## src/rtl/game_pkg.sv

```systemverilog
// Shared definitions for the volleyball game: rally FSM encodings and player ids.
// The physics and display blocks reuse the player constants.
package game_pkg;

  typedef enum logic [2:0] {
    ST_IDLE  = 3'd0,
    ST_SERVE = 3'd1,
    ST_RALLY = 3'd2,
    ST_POINT = 3'd3,
    ST_PAUSE = 3'd4,
    ST_OVER  = 3'd5
  } state_e;

  localparam logic P1 = 1'b0;
  localparam logic P2 = 1'b1;

  // A landing on one side awards the point to the opposite player.
  function automatic logic scorer_of(input logic rise_left);
    return rise_left ? P2 : P1;
  endfunction

endpackage

```

## src/rtl/point_ctrl_rise_detect.sv

```systemverilog
// Single-cycle rise detector for a level flag; the history register updates every cycle.
module rise_detect (
  input  logic clk,
  input  logic rst_n,
  input  logic in,
  output logic rise
);

  logic in_q;

  // NOTE: sequential state uses non-blocking assignments so every register
  // samples pre-edge values regardless of process ordering.
  always_ff @(posedge clk or negedge rst_n) begin
    if (!rst_n) begin
      in_q <= 1'b0;
    end else begin
      in_q <= in;
    end
  end

  assign rise = in & ~in_q;

endmodule

```

## src/rtl/point_ctrl.sv

```systemverilog
// Rally/point controller: turns floor-landing flags into score pulses and sequences
// serve, post-point pause and game-over. All outputs are decoded from registered state.
module point_ctrl
  import game_pkg::*;
#(
  parameter int unsigned PAUSE_CYCLES = 100_000_000,
  parameter int unsigned CNT_W        = $clog2(PAUSE_CYCLES + 1)
) (
  input  logic clk,
  input  logic rst_n,
  input  logic start,
  input  logic land_left,
  input  logic land_right,
  input  logic carry_p1,
  input  logic carry_p2,
  output logic inc_p1,
  output logic inc_p2,
  output logic ball_reset,
  output logic serve_right,
  output logic freeze,
  output logic game_over,
  output logic winner_right
);

  state_e           state_q, state_d;
  logic [CNT_W-1:0] cnt_q, cnt_d;
  logic             scorer_q, scorer_d;
  logic             serve_q, serve_d;
  logic             winner_q, winner_d;
  logic             rise_left, rise_right;
  logic             scorer_carry;

  rise_detect u_rise_left (
    .clk   (clk),
    .rst_n (rst_n),
    .in    (land_left),
    .rise  (rise_left)
  );

  rise_detect u_rise_right (
    .clk   (clk),
    .rst_n (rst_n),
    .in    (land_right),
    .rise  (rise_right)
  );

  assign scorer_carry = (scorer_q == P2) ? carry_p2 : carry_p1;

  always_ff @(posedge clk or negedge rst_n) begin
    if (!rst_n) begin
      state_q  <= ST_IDLE;
      cnt_q    <= '0;
      scorer_q <= P1;
      serve_q  <= P1;
      winner_q <= P1;
    end else begin
      state_q  <= state_d;
      cnt_q    <= cnt_d;
      scorer_q <= scorer_d;
      serve_q  <= serve_d;
      winner_q <= winner_d;
    end
  end

  // NOTE: every signal written here gets a default first, so no path
  // through the case can leave one unassigned and infer a latch.
  always_comb begin
    state_d  = state_q;
    cnt_d    = cnt_q;
    scorer_d = scorer_q;
    serve_d  = serve_q;
    winner_d = winner_q;
    unique case (state_q)
      ST_IDLE: begin
        if (start) begin
          state_d = ST_SERVE;
          serve_d = P1;
        end
      end
      ST_SERVE: state_d = ST_RALLY;
      ST_RALLY: begin
        // Simultaneous rises on both sides are an ambiguous landing and are dropped.
        if (rise_left ^ rise_right) begin
          state_d  = ST_POINT;
          scorer_d = scorer_of(rise_left);
        end
      end
      ST_POINT: begin
        serve_d = scorer_q;
        if (scorer_carry) begin
          state_d  = ST_OVER;
          winner_d = scorer_q;
        end else begin
          state_d = ST_PAUSE;
          cnt_d   = CNT_W'(PAUSE_CYCLES - 1);
        end
      end
      ST_PAUSE: begin
        if (cnt_q == '0) begin
          state_d = ST_SERVE;
        end else begin
          cnt_d = cnt_q - 1'b1;
        end
      end
      ST_OVER: begin
        if (start) begin
          state_d  = ST_SERVE;
          serve_d  = ~winner_q;
          winner_d = P1;
        end
      end
      default: state_d = ST_IDLE;
    endcase
  end

  always_comb begin
    inc_p1       = (state_q == ST_POINT) && (scorer_q == P1);
    inc_p2       = (state_q == ST_POINT) && (scorer_q == P2);
    ball_reset   = (state_q == ST_SERVE);
    freeze       = (state_q != ST_SERVE) && (state_q != ST_RALLY);
    game_over    = (state_q == ST_OVER);
    serve_right  = serve_q;
    winner_right = winner_q;
  end

endmodule

```

## config.mk

```make
export PLATFORM = sky130hd
export DESIGN_NAME = point_ctrl
export DESIGN_NICKNAME = d
export VERILOG_FILES = /design/src/rtl/game_pkg.sv /design/src/rtl/point_ctrl_rise_detect.sv /design/src/rtl/point_ctrl.sv
export SDC_FILE = /design/constraint.sdc
export NUM_CORES = 1
export LEC_CHECK = 0
export CAP_MARGIN = 5
export CORE_UTILIZATION = 26
export CTS_CLUSTER_DIAMETER = 150
export DETAILED_ROUTE_END_ITERATION = 10
export GPL_TIMING_DRIVEN = 0
export PLACE_DENSITY = 0.5
export SLEW_MARGIN = 20
export SYNTH_ARGS = -nofsm -noshare
export SYNTH_HDL_FRONTEND = slang
export SYNTH_SLANG_ARGS = --single-unit
export TNS_END_PERCENT = 10
```

## constraint.sdc

```tcl
create_clock -name clk -period 1.8 [get_ports clk]
set_input_delay 0.45 -clock clk [delete_from_list [all_inputs] [get_ports clk]]
set_output_delay 0.45 -clock clk [all_outputs]
set_load 0.1 [all_outputs]
```

# After elaboration in Yosys (flattened, before gate mapping)
# Index checks and enable logic that the tools add are counted.
# W data, S select, Z words.
[op_classes]
n_addsub = 1
eq_ne = 15
n_mux = 15
bitwise_logic = 7
n_reduce_logical = 14
[ops]
columns = ["operator", "count"]
rows = [
  ["$mux W27", 2],
  ["$pmux W27 S2", 1],
  ["$logic_not A27 Y1", 1],
  ["$sub A27 B1 Y27 const B", 1],
  ["$pmux W3 S5", 1],
  ["$ne A2 B2 Y1 const B", 7],
  ["$reduce_and A3 Y1", 4],
  ["$mux W3", 3],
  ["$eq A3 B2 Y1 const B", 2],
  ["$eq A3 B3 Y1 const B", 2],
  ["$mux W1", 6],
  ["$not A1 Y1", 4],
  ["$reduce_bool A2 Y1", 2],
  ["$eq A3 B1 Y1 const B", 1],
  ["$logic_and A1 B1 Y1", 3],
  ["$logic_not A3 Y1", 1],
  ["$ne A3 B1 Y1 const B", 1],
  ["$ne A3 B2 Y1 const B", 1],
  ["$pmux W1 S3", 1],
  ["$reduce_bool A3 Y1", 1],
  ["$and A1 B1 Y1", 2],
  ["$ne A2 B1 Y1 const B", 1],
  ["$pmux W1 S2", 1],
  ["$reduce_and A2 Y1", 1],
  ["other kinds (2)", 2],
]
[word_totals]
register_bits = 35
in_bits = 7
output_inout_bits = 7
wordCells = 59

# Logic depth before layout (Yosys ltp)
[depth]
word_depth = 5
depth_mapped = 8
ltp_nobuf = 7

# By module
# A second synthesis with hierarchy kept.
[hier_totals]
hier_cells = 221
area_unflattened_um2 = 2020.7
[by_module_without_submodules]
columns = ["mod", "instances", "cells_each", "area_each_um2", "seq_area_each_um2"]
rows = [
  ["point_ctrl", 1, 217, 1943.1, 825.8],
  ["rise_detect", 2, 2, 38.8, 25.0],
]

# Worst setup path before layout
# No wires, ideal clock.
[synth_path]
path_type = "register -> output"
from = "reg state_q[0]"
to = "out ball_reset"
arrival_ps = 2866
t_required_ps = 1350
setup_slack_ps = -1516
path_stages_with_launch = 3
path_buffers = 1
cell_sequence = "dfrtp_1 clkbuf_1 nor3b_1"
[synth_between]
elab_chain_len = 1
[synth_lines]
columns = ["item", "line_no", "text"]
rows = [
  ["from (decl)", "point_ctrl.sv:25", "state_e state_q, state_d;"],
  ["from (signal assigned)", "point_ctrl.sv:57", "state_q <= state_d;"],
  ["$eq A3 B1 Y1", "point_ctrl.sv:119", "ball_reset = (state_q == ST_SERVE);"],
  ["to (decl)", "point_ctrl.sv:18", "output logic ball_reset,"],
]
# Every way passes these cells.

# Final worst setup path
[layout_path]
from = "reg cnt_q[7]"
to = "reg cnt_q[13]"
[layout_between]
elab_chain_len = 3
elab_cells_between_ends = 6
cone_classes = "add/sub: 1; eq/ne: 1; mux: 2; reduce/logical: 2"
[layout_lines]
columns = ["item", "line_no", "text"]
rows = [
  ["from (decl)", "point_ctrl.sv:26", "logic [CNT_W-1:0] cnt_q, cnt_d;"],
  ["from (signal assigned)", "point_ctrl.sv:58", "cnt_q <= cnt_d;"],
  ["$sub A27 B1 Y27 / $logic_not A27 Y1 (equally long branches)", "point_ctrl.sv:102, point_ctrl.sv:99", ""],
  ["$mux W27 / $ne A2 B2 Y1 (equally long branches)", "-", ""],
  ["$pmux W27 S2 / $reduce_and A3 Y1 (equally long branches)", "-", ""],
]
# Parallel ways exist; a longest one is shown, timed or not. The select of a mux whose other input is x is not followed.
# A chain may end at the register's enable or synchronous reset.

==> flow_summary.toml <==
[detailed_routing]
via_per_inst = 5.06
vias = 1704
drt-pass1-iter-count = 4
antenna_left = 0
dr.first_iter.drc_count = 76
drc = 0
routed_wirelength_um = 4950
detail_route.wl_per_cell_um = 14.7

[yosys]
synth_edf_count = 0
synth_flop_cell = "dfrtp_1"
synthCells = 206
synth.distinct_cells = 50
synth.net_count = 214
yosys_warnings = 0
synth_top_cell_area_share = 0.446
synth_largest_area_cell = "dfrtp_1"
synth_area_leaders = "dfrtp_1, nand2_1, nor3_1"
synth.most_common_cell = "dfrtp_1"
seq_area_frac_synth = 0.446
ys_ff_latch = 35
synth.avg_cell_area_um2 = 9.54
synthTopCellsByCount = "dfrtp_1, nand2_1, nor3_1, a21oi_1, nand3_1"
netlist_area_um2 = 1960
async_flop_share = 1.00

[worst_setup_path]
rr_startpoint = "cnt_q[7]$_DFFE_PN0P_"
crit_required_ns = 2.02
slowest_delay_ns = 0.60
path_max_fanout = 4
critPathCaptureType = "flop"
r2r_slack_ns = -0.27
crit_slowest_cell = "or4_4"
crit_type = "flop to flop"
arrival_ns = 2.29
timing.rr.end = "cnt_q[13]$_DFFE_PN0P_"
crit_path_start_kind = "flop"
crit_path_end = "cnt_q[13]$_DFFE_PN0P_"
startpoint = "cnt_q[7]$_DFFE_PN0P_"
worst_r2r_path_depth = 5
crit_chain = "or4_4, nor4_4, o211ai_2, or3_1, nand3_1"

[layout]
multi_input_comb_area_um2 = 1290
instances_no_fill = 337
utilization = 0.380
num-fill-cells = 755
seqCellArea_um2 = 883
drive_gt1_frac = 0.378
area_growth_pct = 40.9
layout.nets = 247
diodes = 0

[global_route]
grt_usage = 0.136
grt_overflow = 0
grt_pass1_vias = 1666
grt_max_degree = 22
antenna_found_initial = 0
grt_pass1_wl_um = 8270

[floorplan]
rows = 31
die_h_um = 88.9
start_util = 0.269
dieArea_um2 = 7910
core_um2 = 7290
io_pins = 14
die_w_um = 88.9

[power]
irDropWorstVdd_mv = 1.27
p_per_area_nw_per_um2 = 1300
p_leak_nw = 0.980
p_total_w = 0.00360

[placement]
place_congestion = 0.702
dp_cells = 319
portBuffers = 13
place_hpwl_um = 3290

[timing]
max_slew_margin = 0.633
setup_viol = 27
timing.fmax_ghz = 0.484
timing.hold.ws_ns = 0.0800
final.setup.worst_slack_ns = -0.268
fin_crit_ns = 2.07
grt_setup_unrepaired = "true"
tightest_slew_ns = 0.553
slew_violations = 0
fin_crit_sh = 1.15
fin_tns_setup_ns = -3.41
final_hold_viol_count = 0
fin_skew_ns = 0.0106

[min_path]
hold_path.class = "input port to asynchronous set/reset pin"

[clock_tree]
clk_pin_slew_ns = 0.07
cts_hold_buffers = 0
cts_tree = "done"
clock_latency_ns = 0.28
clock_path_buffers = 2
htreeDepth = 2
cts_inserted_buffers = 5
cts.sinks = 35
cts_root_buf = "clkbuf_8"

[run_status]
violations = "setup timing"
status = "finished with violations"

[flow_run]
drv_cap = 0
==> timing repair <==
action,4_1_cts,5_1_grt
gates resized for setup,75,41
pin swaps,10,15
setup buffers,6,6
endpoints found under the setup margin,36,34
==> flip-flops by register name, summed over array words and instances, names as in the netlist <==
name	flops
cnt_q	27
state_q	3
scorer_q	1
serve_right	1
u_rise_left.in_q	1
u_rise_right.in_q	1
winner_right	1
==> cells by family after synthesis <==
| kind of cell | share of synthesized area |
|---|---|
| AOI/OAI and AO/OA | 0.175 |
| xor gates and xnor gates | 0.0268 |
| adders and majority gates | 0.00637 |
| buffers and inverters | 0.0287 |
| DFF | 0.446 |
| muxes | 0.0261 |
| and+or+nand+nor | 0.291 |
==> per-stage QoR <==
stage                     worst slack (ns)  area [um^2]
after floorplan                     -0.186         1990
after global placement              -0.820         2240
after detailed placement            -0.807         2270
after CTS                           -0.257         2540
after global routing                -0.345         2770
final                               -0.268         2770
==> where the power goes <==
group / total (W) / switching [W] / internal [W]
Sequential: 0.00132 / 0.000329 / 0.000989
Combinational: 0.00175 / 0.00101 / 0.000736
Clock: 0.000537 / 0.000279 / 0.000258
==> routing by layer <==
layer | vias to the layer above | GRT usage | wire length [um]
met5 | - | 0 | 0
met4 | 0 | 0.0323 | 38
met3 | 6 | 0.0286 | 171
met2 | 28 | 0.224 | 2340
met1 | 828 | 0.184 | 2400
li1 | 842 | - | -
==> cell type report <==
class,count,area share
plain buffers,8,0.0253
well taps,99,0.0448
inverters,5,0.00678
clock buffers,6,0.0262
repair buffers,26,0.113
multi-input cells,158,0.465
flip-flops and latches,35,0.319
==> critical path: cells and delay by family, from the launching register on <==
kind / cells / cell delay [ns]
simple gates: 4 / 1.36
flops: 1 / 0.45
compound gates: 1 / 0.19
==> cells in the final DEF (no fill, tap or decap), types with 3 or more instances in the layout <==
cell type,n
clkbuf_8,5
dfrtp_1,29
a211oi_1,4
nand4_1,5
buf_4,11
nor4_4,4
nor3_2,6
nand2b_1,3
buf_6,4
buf_12,6
a21oi_1,8
inv_2,3
nor2_1,6
a31oi_1,4
o31ai_1,5
and2_4,3
o211ai_1,6
nand2_1,16
clkdlybuf4s50_1,5
buf_2,3
dfrtp_2,6
mux2i_1,3
or4_1,3
or3_1,5
xor2_1,4
o21ai_0,7
nor3_1,4
a211oi_2,3
nand3_1,8
nor3_4,4
==> worst min-delay path by stage <==
stage	from	end	slack, ns	cells past startpoint
after floorplan	rst_n	cnt_q[0]$_DFFE_PN0P_	0.15	0
after global placement	cnt_q[19]$_DFFE_PN0P_	cnt_q[19]$_DFFE_PN0P_	0.47	1
after detailed placement	rst_n	cnt_q[14]$_DFFE_PN0P_	0.40	1
after CTS	rst_n	u_rise_right.in_q$_DFF_PN0_	0.08	1
after global routing	rst_n	cnt_q[14]$_DFFE_PN0P_	0.1	1
final	rst_n	cnt_q[14]$_DFFE_PN0P_	0.08	1
Note: power is estimated with default switching activity, not from simulation.
